## src/rtl/vx_csa_accum_resolve.sv

```systemverilog
// vx_csa_accum_resolve: carry-save packet accumulator with a single registered CPA per packet; saturation/overflow via VX_CSA_ACC_SAT_EN
module vx_csa_accum_resolve #(
    parameter int WIDTH_I = 10,
    parameter int ACC_W   = 16,
    parameter int GUARD   = 8
) (
    input  logic               clk,
    input  logic               reset,
    input  logic               in_valid,
    output logic               in_ready,
    input  logic [WIDTH_I-1:0] in_sum,
    input  logic [WIDTH_I-1:0] in_carry,
    input  logic               in_last,
    output logic               out_valid,
    input  logic               out_ready,
    output logic [ACC_W-1:0]   out_data,
    output logic               out_ovf
);
    localparam int IW = ACC_W + GUARD;
    typedef enum logic [1:0] {ACCUM, RESOLVE, OUTPUT} state_t;
    state_t state, state_n;
    logic [IW-1:0] acc_s, acc_c, a, b, s1, c1, s2, c2;
    logic [ACC_W-1:0] res_data;
    logic res_ovf, in_fire, out_fire;
    assign in_ready  = state == ACCUM;
    assign out_valid = state == OUTPUT;
    assign in_fire   = in_valid & in_ready;
    assign out_fire  = out_valid & out_ready;
    // 4:2 compression as two cascaded carry-save rows; carries shifted left, top bit dropped
    always_comb begin
        a  = IW'(in_sum);
        b  = IW'(in_carry);
        s1 = acc_s ^ acc_c ^ a;
        c1 = ((acc_s & acc_c) | (acc_s & a) | (acc_c & a)) << 1;
        s2 = s1 ^ c1 ^ b;
        c2 = ((s1 & c1) | (s1 & b) | (c1 & b)) << 1;
    end
    // next state: ACCUM until last beat, one resolve cycle, hold result until taken
    always_comb begin
        state_n = state;
        state_n = (state == ACCUM && in_fire && in_last) ? RESOLVE :
                  (state == RESOLVE)                     ? OUTPUT  :
                  (state == OUTPUT && out_fire)          ? ACCUM   : state;
    end
`ifdef VX_CSA_ACC_SAT_EN
    logic [IW-1:0] res;
    logic [GUARD-1:0] beat_cnt;
    logic ovf_sticky, ovf;
    assign res      = acc_s + acc_c;
    assign ovf      = (res[IW-1:ACC_W] != '0) | ovf_sticky;
    assign res_data = ovf ? '1 : res[ACC_W-1:0];
    assign res_ovf  = ovf;
    // saturating beat counter; a packet longer than the counter range is flagged as overflow
    always_ff @(posedge clk) begin
        if (reset || state == RESOLVE) begin
            beat_cnt   <= '0;
            ovf_sticky <= 1'b0;
        end else if (in_fire) begin
            beat_cnt   <= beat_cnt + GUARD'(beat_cnt != '1);
            ovf_sticky <= ovf_sticky | (beat_cnt == '1);
        end
    end
`else
    assign res_data = acc_s[ACC_W-1:0] + acc_c[ACC_W-1:0];
    assign res_ovf  = 1'b0;
`endif
    // state, carry-save accumulator and registered CPA result
    always_ff @(posedge clk) begin
        if (reset) begin
            state    <= ACCUM;
            acc_s    <= '0;
            acc_c    <= '0;
            out_data <= '0;
            out_ovf  <= 1'b0;
        end else begin
            state <= state_n;
            if (state == RESOLVE) begin
                acc_s    <= '0;
                acc_c    <= '0;
                out_data <= res_data;
                out_ovf  <= res_ovf;
            end else if (in_fire) begin
                acc_s <= s2;
                acc_c <= c2;
            end
        end
    end
endmodule

```

## config.mk

```make
export PLATFORM = sky130hd
export DESIGN_NAME = vx_csa_accum_resolve
export DESIGN_NICKNAME = d
export VERILOG_FILES = /design/src/rtl/vx_csa_accum_resolve.sv
export SDC_FILE = /design/constraint.sdc
export NUM_CORES = 1
export LEC_CHECK = 0
export ABC_CLOCK_PERIOD_IN_PS = 4500
export CAP_MARGIN = 20
export CELL_PAD_IN_SITES_DETAIL_PLACEMENT = 0
export CELL_PAD_IN_SITES_GLOBAL_PLACEMENT = 1
export CORE_ASPECT_RATIO = 1.5
export CORE_MARGIN = 10
export CORE_UTILIZATION = 44
export DETAILED_ROUTE_END_ITERATION = 7
export GPL_ROUTABILITY_DRIVEN = 0
export PLACE_DENSITY_LB_ADDON = 0.1
export SYNTH_ARGS = -nofsm -noshare
export SYNTH_HDL_FRONTEND = slang
export SYNTH_SLANG_ARGS = --single-unit
```

## constraint.sdc

```tcl
create_clock -name clk -period 4.5 [get_ports clk]
set_input_delay 0.9 -clock clk [delete_from_list [all_inputs] [get_ports clk]]
set_output_delay 0.9 -clock clk [all_outputs]
set_load 0.01 [all_outputs]
```

==> results.txt, run 1 <==
The run finished with clean final reports. The hold violation count in the final report was 0; the count of cells along the worst register-to-register path was 7. Global routing used 13.6% of the available tracks. The headroom to the max-slew limit was 27.0%; the placeable core area was 6580 µm². The logs give 36 for the placement row count and 0 for the antenna violation net count after detailed routing. Dividing the synthesized area by the synthesized cell count gives 8.71 µm². Buffers added to address setup during post-CTS repair amount to 0. The logs give 2 for the buffer levels on the longest clock path and 668 for the number of fillers in the final layout. In this run the worst hold path is classified as reg2reg.

Timing would allow up to 381 MHz. The run gives 0 as the count of maximum capacitance violations. The first global-routing pass estimated 12000 µm of wire. For this design the top-level I/O count stands at 44.

In the final routed layout, each cell accounts on average for 14.7 µm. Counting I/O delays and the setup requirement, the final critical path takes 2.62 ns. In the final layout, the multi-input gates occupy 1880 µm². The logs give 0 for the cts-stage hold buffer count and 345 for the count of mapped cells out of synthesis. For the number of antenna violations at the first check in global routing, the log shows 0.

The number of gates resized after CTS was 0. Via count of the first global-routing pass: 2577. The proportion of register bits with asynchronous set or reset after synthesis works out to 0%.

IR analysis of the VDD net gives a maximum drop of 169 µV. For the pin with the worst max-slew slack, the measured transition is 1.09 ns. Entering global routing, the biggest net connects 32 pins. For the leftover overflow at the end of global routing, the log shows 0. The worst setup path is captured at a flop. The total wirelength of the detailed-routed design was 6660 µm; the required time of the worst setup path was 4.74 ns.

The run gives 116 as the first-iteration detailed-routing DRC count. The setup path with the least slack is of type in2reg. The floorplan die area is 10600 µm², and the quantity of I/O buffers inserted on ports is 42. Buffers inserted during clock tree synthesis total 5. The worst hold path passes through 2 cells. The maximum level of the CTS H-tree is 2. STA classifies the critical path startpoint as a primary input. The ratio of final minimum period to clock period is 58.3%.

The clock drives 49 sinks. Sorting the synthesized cells by how often they occur yields sky130_fd_sc_hd__nand2_1, sky130_fd_sc_hd__dfxtp_1, sky130_fd_sc_hd__a21oi_1, sky130_fd_sc_hd__fa_1, sky130_fd_sc_hd__ha_1. After synthesis, flip-flops and latches occupy 32.6% of the total area. Setup repair after global routing left no endpoint under its margin. Total nets after synthesis: 414. In this run, synthesis inferred 0 flip-flops with an integrated enable. For the final routed database, the setup TNS stands at 0 ns. Traced cell by cell, the critical path runs through clkdlybuf4s50_1 -> or3b_1 -> or3_1 -> a21oi_1. sky130_fd_sc_hd__nand2_1 is the most common cell in the netlist. The run gives 0.30 ns as the clock insertion delay at the later pin of the skew report. The final count of pins violating max slew is 0.

sky130_fd_sc_hd__dfxtp_1 takes more of the synthesized area than any other cell. The highest cell delay on the worst timing path works out to 0.81 ns. Static leakage power: 1.43 nW.

Root buffer selected by CTS: sky130_fd_sc_hd__clkbuf_8. Setup violations remaining at the end of the flow were counted as 0. Using the TritonRoute via totals, the vias-per-cell ratio works out to 5.43. Cells with a size suffix above 1 make up 5.57% of the layout. Cell area after synthesis: 3010 µm². For the final database, setup skew stands at 0.00542 ns. From left edge to right edge, the die measures 87.5 µm. The initial cell density of the core is 45.7%, and the number of nets in the finished design is 445.

Relative to the synthesized area, the layout overhead comes to 18.3%. The peak fanout along the critical path was 31; the height of the die was 121 µm. Once detailed placement completed, the half-perimeter wirelength came to 5040 µm.

Area share of the leading cell type in the synthesized netlist: 32.6%. The Yosys step of the flow raised 0 warnings. Across all layers, the routed design uses 2460 vias. For the worst setup path, the data arrival time is 2.86 ns. The number of remaining DRC errors was 0; the clock transition at the registers of the reported paths was 0.09 ns. The most instantiated flip-flop cell in the synthesis netlist was sky130_fd_sc_hd__dfxtp_1. For this design the ratio of total power to cell area is 300 nW/µm².

Highest-delay cell along the critical path: sky130_fd_sc_hd__or3b_1. The count of distinct cell types in the synthesized netlist is 45, and the detailed-routing iteration count for the pre-antenna-repair pass is 4. Across the whole layout, storage elements account for 981 µm². Ranked by total cell area, the synthesized netlist is headed by sky130_fd_sc_hd__dfxtp_1, sky130_fd_sc_hd__fa_1, sky130_fd_sc_hd__nand2_1, sky130_fd_sc_hd__ha_1, sky130_fd_sc_hd__a21oi_1.

On the final layout, the worst hold slack is 0.455 ns. TritonCTS built the clock tree. Counting flops and latches in the post-synthesis netlist gives 49.

0 antenna diodes ended up in the layout.
## critical path, delay by kind of cell
family,cells,cell delay (ns)
AOI/OAI and AO/OA,1,0.14
buffers and inverters,1,0.49
and+or+nand+nor,2,1.33
## final cells by class
class	count	share of cell area [%]
multi-input combinational	265	53.0
tap	76	2.67
clock buffer	6	2.32
sequential	49	27.6
inverter	11	1.16
timing repair buffer	44	12.2
clock inverter	2	1.06
## per-stage QoR
stage | instances | utilization (%) | cell area (µm²) | setup WS [ns] | power, W
floorplan | 345 | - | 3010 | 2.29 | 0.000661
global placement | 445 | 52.2 | 3440 | 1.58 | 0.000738
detailed placement | 445 | 52.2 | 3440 | 1.56 | 0.000743
CTS | 453 | 54.1 | 3560 | 1.87 | 0.00108
global route | 453 | 54.1 | 3560 | 1.80 | 0.00114
finish | 453 | 54.1 | 3560 | 1.88 | 0.00107
## placed cells by master (no fill, tap or decap), drive strengths merged, types with 6 or more instances in the layout
cell type | synthesis | layout
fa | 23 | 23
nand2 | 81 | 81
inv | 11 | 11
ha | 21 | 21
a21oi | 51 | 51
o21ai | 7 | 7
clkdlybuf4s50 | 0 | 42
nor3 | 6 | 6
nand3 | 9 | 9
dfxtp | 49 | 49
clkbuf | 14 | 6
nor2 | 13 | 13
## path summary, 6_finish.rpt
check              startpoint            to  slack [ns]
setup / recovery     in_valid     acc_s[15]        1.88
hold / removal    out_data[7]   out_data[7]        0.45
setup reg to reg     acc_s[1]  out_data[13]        2.25
hold reg to reg   out_data[7]   out_data[7]        0.45
## power breakdown
part           switching, W  internal, W  leakage [nW]
registers         0.0000261     0.000460         0.398
logic              0.000135     0.000109         0.975
clock network      0.000155     0.000181        0.0574
## logic make-up (layout without fill, tap and decap cells)
logic type	Yosys count	in the layout	share of synthesized area, %
XOR/XNOR	7	7	2.04
buffers and inverters	31	63	4.87
AO/OA/AOI/OAI	82	82	16.8
adder cells (fa/ha/maj)	44	44	24.1
AND/OR/NAND/NOR	131	131	19.4
flip-flops	49	49	32.6
other	1	1	0.125
## flip-flops by register name (all words and copies together) (netlist names)
name	count
acc_s	16
acc_c	15
out_data	16
state	2
## metal layers
layer | global-route usage (%) | part of all wire [%] | vias up
met4 | 4.20 | 1.6 | 0
met3 | 2.76 | 4.5 | 10
li1 | - | - | 1236
met2 | 22.3 | 47 | 45
met5 | 0 | 0 | -
met1 | 17.2 | 46 | 1169
Note: power is estimated with default switching activity, not from simulation.
==> run 2: changes to the inputs <==
ABC_CLOCK_PERIOD_IN_PS = 2600   (was 4500)
CORE_UTILIZATION = 41   (was 44)
clock period = 2.6 ns   (was 4.5 ns; I/O delays follow)
==> run 2 against run 1 <==
  * Clock-buffer cell count rose by 1
  * Utilization fell by 4.3 points
  * Register-to-register slack got worse by 1.9 ns
==> results.txt, run 2 (same netlist as run 1, synthesis figures left out) <==
The path class of the tightest hold or removal check is reg2reg. Startpoint of the most critical hold path: out_data[4]. The headroom to the max-slew limit was 61.9% (+35 points); the area of all placed cells without fillers was 3570 µm² (+0.46%). The logs give 2.48 ns (-0.38 ns) for the signal arrival time at the worst endpoint and 0 (unchanged) for the number of gates given a new drive strength after cts. For the clock insertion delay at the later pin of the skew report, the log shows 0.31 ns (about the same). The antenna diode count is 0 (unchanged).

Leaving out fill and tap cells, the most frequent cells in the layout are sky130_fd_sc_hd__nand2_1, sky130_fd_sc_hd__dfxtp_1, sky130_fd_sc_hd__a21oi_1, sky130_fd_sc_hd__clkdlybuf4s50_1, sky130_fd_sc_hd__fa_1. The peak fanout along the critical path works out to 5 (-84%). The logs give 12200 µm (+1.1%) for the first-pass GRT wire length and 2482 (-3.7%) for the via count of the first global-routing pass. The worst setup path startpoint was acc_s[1]. Floorplan die area: 11200 µm² (+5.9%).

The path type of the worst setup path is reg2reg. The post-route minimum period was 2.28 ns. The most common library cell in the layout ignoring fill and taps was sky130_fd_sc_hd__nand2_1. The total clock buffers created by CTS is 5 (unchanged). The detailed-routing iteration count for the pre-antenna-repair pass is 4 (unchanged). The aggregate global-route resource usage came out at 12.7% (-0.88 points). The met2 usage came out at 21.1% (-1.2 points).

The kind of end point of the critical path was a flop. The maximum level of the CTS H-tree is 2 (unchanged), and the routing usage on met1 is 15.7% (-1.6 points). The largest registers in the layout are acc_s: 16 flops, out_data: 16 flops, acc_c: 15 flops. The quantity of I/O buffers inserted on ports is 42 (unchanged), and the ratio of final minimum period to clock period is 87.5%. The logs give 252 µV (+49%) for the peak ir drop on the vdd network and 0 (unchanged) for the number of remaining DRC errors. The total number of vias came out at 2460 (unchanged).

TritonCTS built the clock tree. The post-CTS setup-driven buffer insertion count was 0 (unchanged); the total wirelength of the detailed-routed design was 6900 µm (+3.6%). First-iteration detailed-routing DRC count: 69 (-41%).

Category of the worst setup path launch point: a flop. The largest net degree at the start of global routing came out at 32 (unchanged). The reg-to-reg startpoint was acc_s[1]. The static leakage power was 1.43 nW (-0.36%); the worst clock skew was 0.00383 ns (-0.00159 ns). The run gives 0 (unchanged) as the cts-stage hold buffer count. The final count of pins violating max slew is 0 (unchanged). The setup TNS was 0 ns (unchanged); the width of the die was 89.9 µm (+2.8%). The number of top-level pins is 44 (unchanged).

Signed area change from the synthesized netlist to the final layout: 18.9%. The busiest layer in global routing is met2. The logs give 0 (unchanged) for the leftover overflow at the end of global routing and 0 (unchanged) for the number of antenna violations at the first check in global routing. The count of final setup violators came out at 0 (unchanged).

The fraction of layout instances using a drive strength above 1 was 5.79% (+0.22 points). CTS placed an instance of sky130_fd_sc_hd__clkbuf_8 at the clock tree root. The global-route met3 utilization is 3.08% (+0.32 points), and the wire length per cell after detailed routing is 14.4 µm (-2.2%). The average via count per standard cell works out to 5.13 (-5.6%). The antenna violation net count after detailed routing is 0 (unchanged), and the highest cell delay on the worst timing path is 0.41 ns (-0.40 ns). The run gives 5210 µm (+3.3%) as the half-perimeter wire length after placement. The tools report the number of nets in the finished design as 448 (+0.67%).

The tools report the initial cell density of the core as 41.9% (-3.8 points). The critical path goes through ha_1 -> fa_1 -> a21o_2 -> a221o_2 -> a21oi_2 -> nor3_1 -> a221o_1. The required time of the worst setup path is 2.80 ns (-1.94 ns), and the placement row count is 38 (+5.6%). The number of fillers in the final layout was 722 (+8.1%). The power per unit of standard cell area is 482 nW/µm² (+61%). Setup repair after global routing left no endpoint under its margin. The run gives 3490 µm² (+1.5%) as the cell area reported after detailed placement.

The transition time of the tightest slew-check pin is 0.572 ns (-0.523 ns), and the hold violation count in the final report is 0 (unchanged). Among all stages on the critical path, the largest delay is contributed by sky130_fd_sc_hd__fa_1. The clock transition at the registers of the reported paths came out at 0.09 ns (about the same).

The flow ran to the end, and the final reports show no timing, DRC or antenna violations. The count of maximum capacitance violations is 0 (unchanged), and the height of the die is 125 µm (+3.0%). For this run, the top clock speed supported by timing is 439 MHz. The buffer levels on the longest clock path came out at 2 (unchanged). The TritonCTS sink count is 49 (unchanged). The placeable core area came out at 7180 µm² (+9.2%).
-- run 2: changes by cell type in the layout (fill, tap and decap cells not counted) --
cell	before	now
sky130_fd_sc_hd__clkbuf_8	6	5
sky130_fd_sc_hd__bufinv_16	1	0
sky130_fd_sc_hd__clkbuf_1	0	2
sky130_fd_sc_hd__buf_4	2	5
-- run 2: layer usage --
metal | vias up | part of all wire [%]
li1 | 1242 | -
met1 | 1160 | 48
met2 | 50 | 47
met3 | 8 | 3.4
met4 | 0 | 1.6
met5 | - | 0
-- run 2: cell type report --
class | instances | area (µm²) | area share, %
inverters | 11 | 41.3 | 1.16
well taps | 100 | 125 | 3.50
multi-input cells | 265 | 1880 | 52.7
clock inverters | 1 | 7.51 | 0.210
flip-flops and latches | 49 | 981 | 27.5
clock buffers | 7 | 76.3 | 2.14
repair buffers | 47 | 458 | 12.8
-- run 2: through the flow --
stage	setup slack, ns	hold slack, ns	total power (W)	instances	util, %
finish	0.324	0.455	0.00172	480	49.8
global route	0.240	0.484	0.00185	480	49.8
CTS	0.349	0.456	0.00174	480	49.8
detailed placement	0.249	0.444	0.00129	472	48.6
global placement	0.281	0.441	0.00128	472	48.6
floorplan	0.540	0.440	0.00114	345	-
-- run 2: path summary, 6_finish.rpt --
kind	cells past startpoint	endpoint	slack, ns
worst min-delay path	2	out_data[4]	0.45
worst max-delay path	7	out_data[13]	0.32
worst max register to register	7	out_data[13]	0.32
worst min register to register	2	out_data[4]	0.45
-- run 2: worst max-delay path: cells and delay by family (launching register included) --
kind | cells | cell delay, ns
DFF | 1 | 0.34
and+or+nand+nor | 1 | 0.08
AOI/OAI and AO/OA | 4 | 1.10
adders and majority gates | 2 | 0.64
-- run 2: report_power, final --
part	leakage (nW)	internal (W)	switching [W]
Sequential	0.398	0.000797	0.0000461
Clock	0.0385	0.000191	0.000264
Combinational	0.989	0.000191	0.000233
==> run 3: changes to the inputs <==
CORE_MARGIN = 2   (was 10)
TNS_END_PERCENT = 50   (was default)
==> run 3 against run 2 <==
  * Utilization is 0.17 points higher
  * Largest cell class unchanged
  * Non-clock buffer count stayed put
  * Critical path depth stayed put
  * Highest routed layer unchanged
  * Global-route usage is 5.5 points higher
  * Final area is 0.35% higher
==> results.txt, run 3 (same netlist as run 1, synthesis figures left out) <==
The flow ran to the end, and the final reports show no timing, DRC or antenna violations. Endpoint of the worst register-to-register path: out_data[13]. The count of final setup violators came out at 0 (unchanged).

TritonCTS built the clock tree. The power consumption came out at 0.00175 W (+1.8%). The run gives 7180 µm² (unchanged) as the placeable core area. Total clock buffers created by CTS: 5 (unchanged).

The antenna diode count came out at 0 (unchanged). Clock transition at the registers of the reported paths: 0.09 ns (about the same). The count of cells along the worst register-to-register path works out to 7 (unchanged).

The worst hold path belongs to the class reg2reg. The tools report the number of antenna violations at the first check in global routing as 0 (unchanged). The tools report the aggregate global-route resource usage as 18.2% (+5.5 points). Destination of the critical timing path: out_data[13].

The logs give 0 (unchanged) for the antenna violation net count after detailed routing and 2 (unchanged) for the buffer levels on the longest clock path. The transition time of the tightest slew-check pin is 0.559 ns (-0.0131 ns). The static leakage power came out at 1.44 nW (+0.89%).

Setup repair after global routing left no endpoint under its margin. The post-route minimum period was 2.26 ns (-0.0121 ns); the total wirelength of the detailed-routed design was 6530 µm (-5.4%). The power per unit of standard cell area was 489 nW/µm² (+1.4%); the pre-CTS setup slack was 0.248 ns (-0.000814 ns). Half-perimeter wire length after placement: 4870 µm (-6.4%). In this run the clock root is driven by a sky130_fd_sc_hd__clkbuf_8. Placement row count: 38 (unchanged). In the final layout, the registers with the most flip-flops are acc_s: 16 flops, out_data: 16 flops, acc_c: 15 flops.

Detailed-routing iteration count for the pre-antenna-repair pass: 4 (unchanged). The tools report the final setup slack of the worst path as 0.336 ns (+0.0121 ns). The multi-input combinational cell area came out at 1880 µm² (unchanged).

The logs give 2410 (-2.0%) for the total number of vias and 52 (-25%) for the first-iteration detailed-routing DRC count. Peak ir drop on the vdd network: 315 µV (+25%). For the hold violation count in the final report, the log shows 0 (unchanged). The height of the die came out at 109 µm (-13%).

Kind of end point of the critical path: a flop. Clock insertion delay at the later pin of the skew report: 0.32 ns (about the same). The most common library cell in the layout ignoring fill and taps was sky130_fd_sc_hd__nand2_1.

In this run the critical register-to-register path is launched from acc_s[1]. The tools report the storage element area as 981 µm² (unchanged). The final core area utilization is 49.9% (+0.17 points). The first-pass GRT wire length was 11300 µm (-7.0%); the initial cell density of the core was 41.9% (unchanged).

Compared with the post-synthesis result, the final layout area differs by 19.3%. The fraction of layout instances using a drive strength above 1 is 6.32% (+0.53 points). The average via count per standard cell was 5.02 (-2.0%). The peak fanout along the critical path works out to 5 (unchanged).

The number of gates given a new drive strength after cts is 0 (unchanged). The number of remaining DRC errors was 0 (unchanged). The tools report the maximum level of the CTS H-tree as 2 (unchanged). The count of maximum capacitance violations is 0 (unchanged), and the final count of pins violating max slew is 0 (unchanged).

The worst setup path startpoint was acc_s[1]. The maximum frequency from static timing analysis was 442 MHz (+0.53%); the width of the die was 73.9 µm (-18%). The quantity of I/O buffers inserted on ports came out at 42 (unchanged). The tools report the TritonCTS sink count as 49 (unchanged).

For the number of nets in the finished design, the log shows 448 (unchanged). Category of the worst setup path launch point: a flop. The headroom to the max-slew limit was 62.7% (+0.87 points).

Flop-to-flop setup slack: 0.34 ns (about the same). The wire length per cell after detailed routing came out at 13.6 µm (-5.4%). The floorplan die area is 8050 µm² (-28%). For the required time of the worst setup path, the log shows 2.81 ns (about the same). The run gives 32 (unchanged) as the largest net degree at the start of global routing. The number of top-level pins came out at 44 (unchanged). The signal arrival time at the worst endpoint was 2.47 ns (about the same); the via count of the first global-routing pass was 2322 (-6.4%). Ratio of final minimum period to clock period: 87.1% (-0.46 points).

The worst clock skew is 0.00527 ns (+0.00143 ns), and the cts-stage hold buffer count is 0 (unchanged). The leftover overflow at the end of global routing is 0 (unchanged). The setup TNS is 0 ns (unchanged), and the post-CTS setup-driven buffer insertion count is 0 (unchanged). The worst setup path is of the reg2reg kind. The run gives 739 (+2.4%) as the number of fillers in the final layout. In the layout the commonest cells are sky130_fd_sc_hd__nand2_1, sky130_fd_sc_hd__dfxtp_1, sky130_fd_sc_hd__a21oi_1, sky130_fd_sc_hd__clkdlybuf4s50_1, sky130_fd_sc_hd__fa_1.
run 3: cell types whose count changed in the layout (fill, tap and decap cells not counted):
cell / before / now
sky130_fd_sc_hd__clkbuf_1: 2 / 0
sky130_fd_sc_hd__clkbuf_8: 5 / 6
sky130_fd_sc_hd__clkinvlp_4: 1 / 0
sky130_fd_sc_hd__clkinv_2: 0 / 1
sky130_fd_sc_hd__clkinv_4: 0 / 1
run 3: through the flow:
stage / cells / area (µm²) / hold WS, ns
2_1_floorplan: 345 / 3010 / 0.440
3_3_place_gp: 472 / 3490 / 0.442
3_5_place_dp: 472 / 3490 / 0.450
4_1_cts: 480 / 3580 / 0.464
5_1_grt: 480 / 3580 / 0.476
6_report: 480 / 3580 / 0.458
run 3: layout make-up:
class                           instances  share of cell area (%)
Timing Repair Buffer                   47                    12.8
Clock inverter                          2                   0.384
Sequential cell                        49                    27.4
Clock buffer                            6                    2.30
Inverter                               11                    1.15
Tap cell                              100                    3.49
Multi-Input combinational cell        265                    52.5
run 3: metal layers:
layer  global-route usage (%)  up-vias  wire [µm]
met5                        0        -          0
met4                     5.84        0        108
met3                     3.23        8        165
met2                     28.3       36       3050
met1                     25.4     1128       3200
li1                         -     1238          -
run 3: power breakdown:
part / internal, W / switching (W)
sequential: 0.000797 / 0.0000463
clock: 0.000216 / 0.000274
combinational: 0.000189 / 0.000230
run 3: worst min path at each step:
stage | startpoint | end | slack [ns] | cells after the start
floorplan | acc_c[10] | acc_c[10] | 0.44 | 2
global route | out_data[4] | out_data[4] | 0.48 | 2
CTS | out_data[4] | out_data[4] | 0.46 | 2
global placement | out_data[4] | out_data[4] | 0.44 | 2
detailed placement | out_data[4] | out_data[4] | 0.45 | 2
finish | out_data[4] | out_data[4] | 0.46 | 2
run 3: worst max-delay path, cell delays in order (launching register included):
cell and delay [ns]:
sky130_fd_sc_hd__dfxtp_1 0.34, sky130_fd_sc_hd__ha_1 0.23, sky130_fd_sc_hd__fa_1 0.41, sky130_fd_sc_hd__a21o_2 0.21, sky130_fd_sc_hd__a221o_2 0.42, sky130_fd_sc_hd__a21oi_2 0.22
sky130_fd_sc_hd__nor3_1 0.07, sky130_fd_sc_hd__a221o_1 0.25
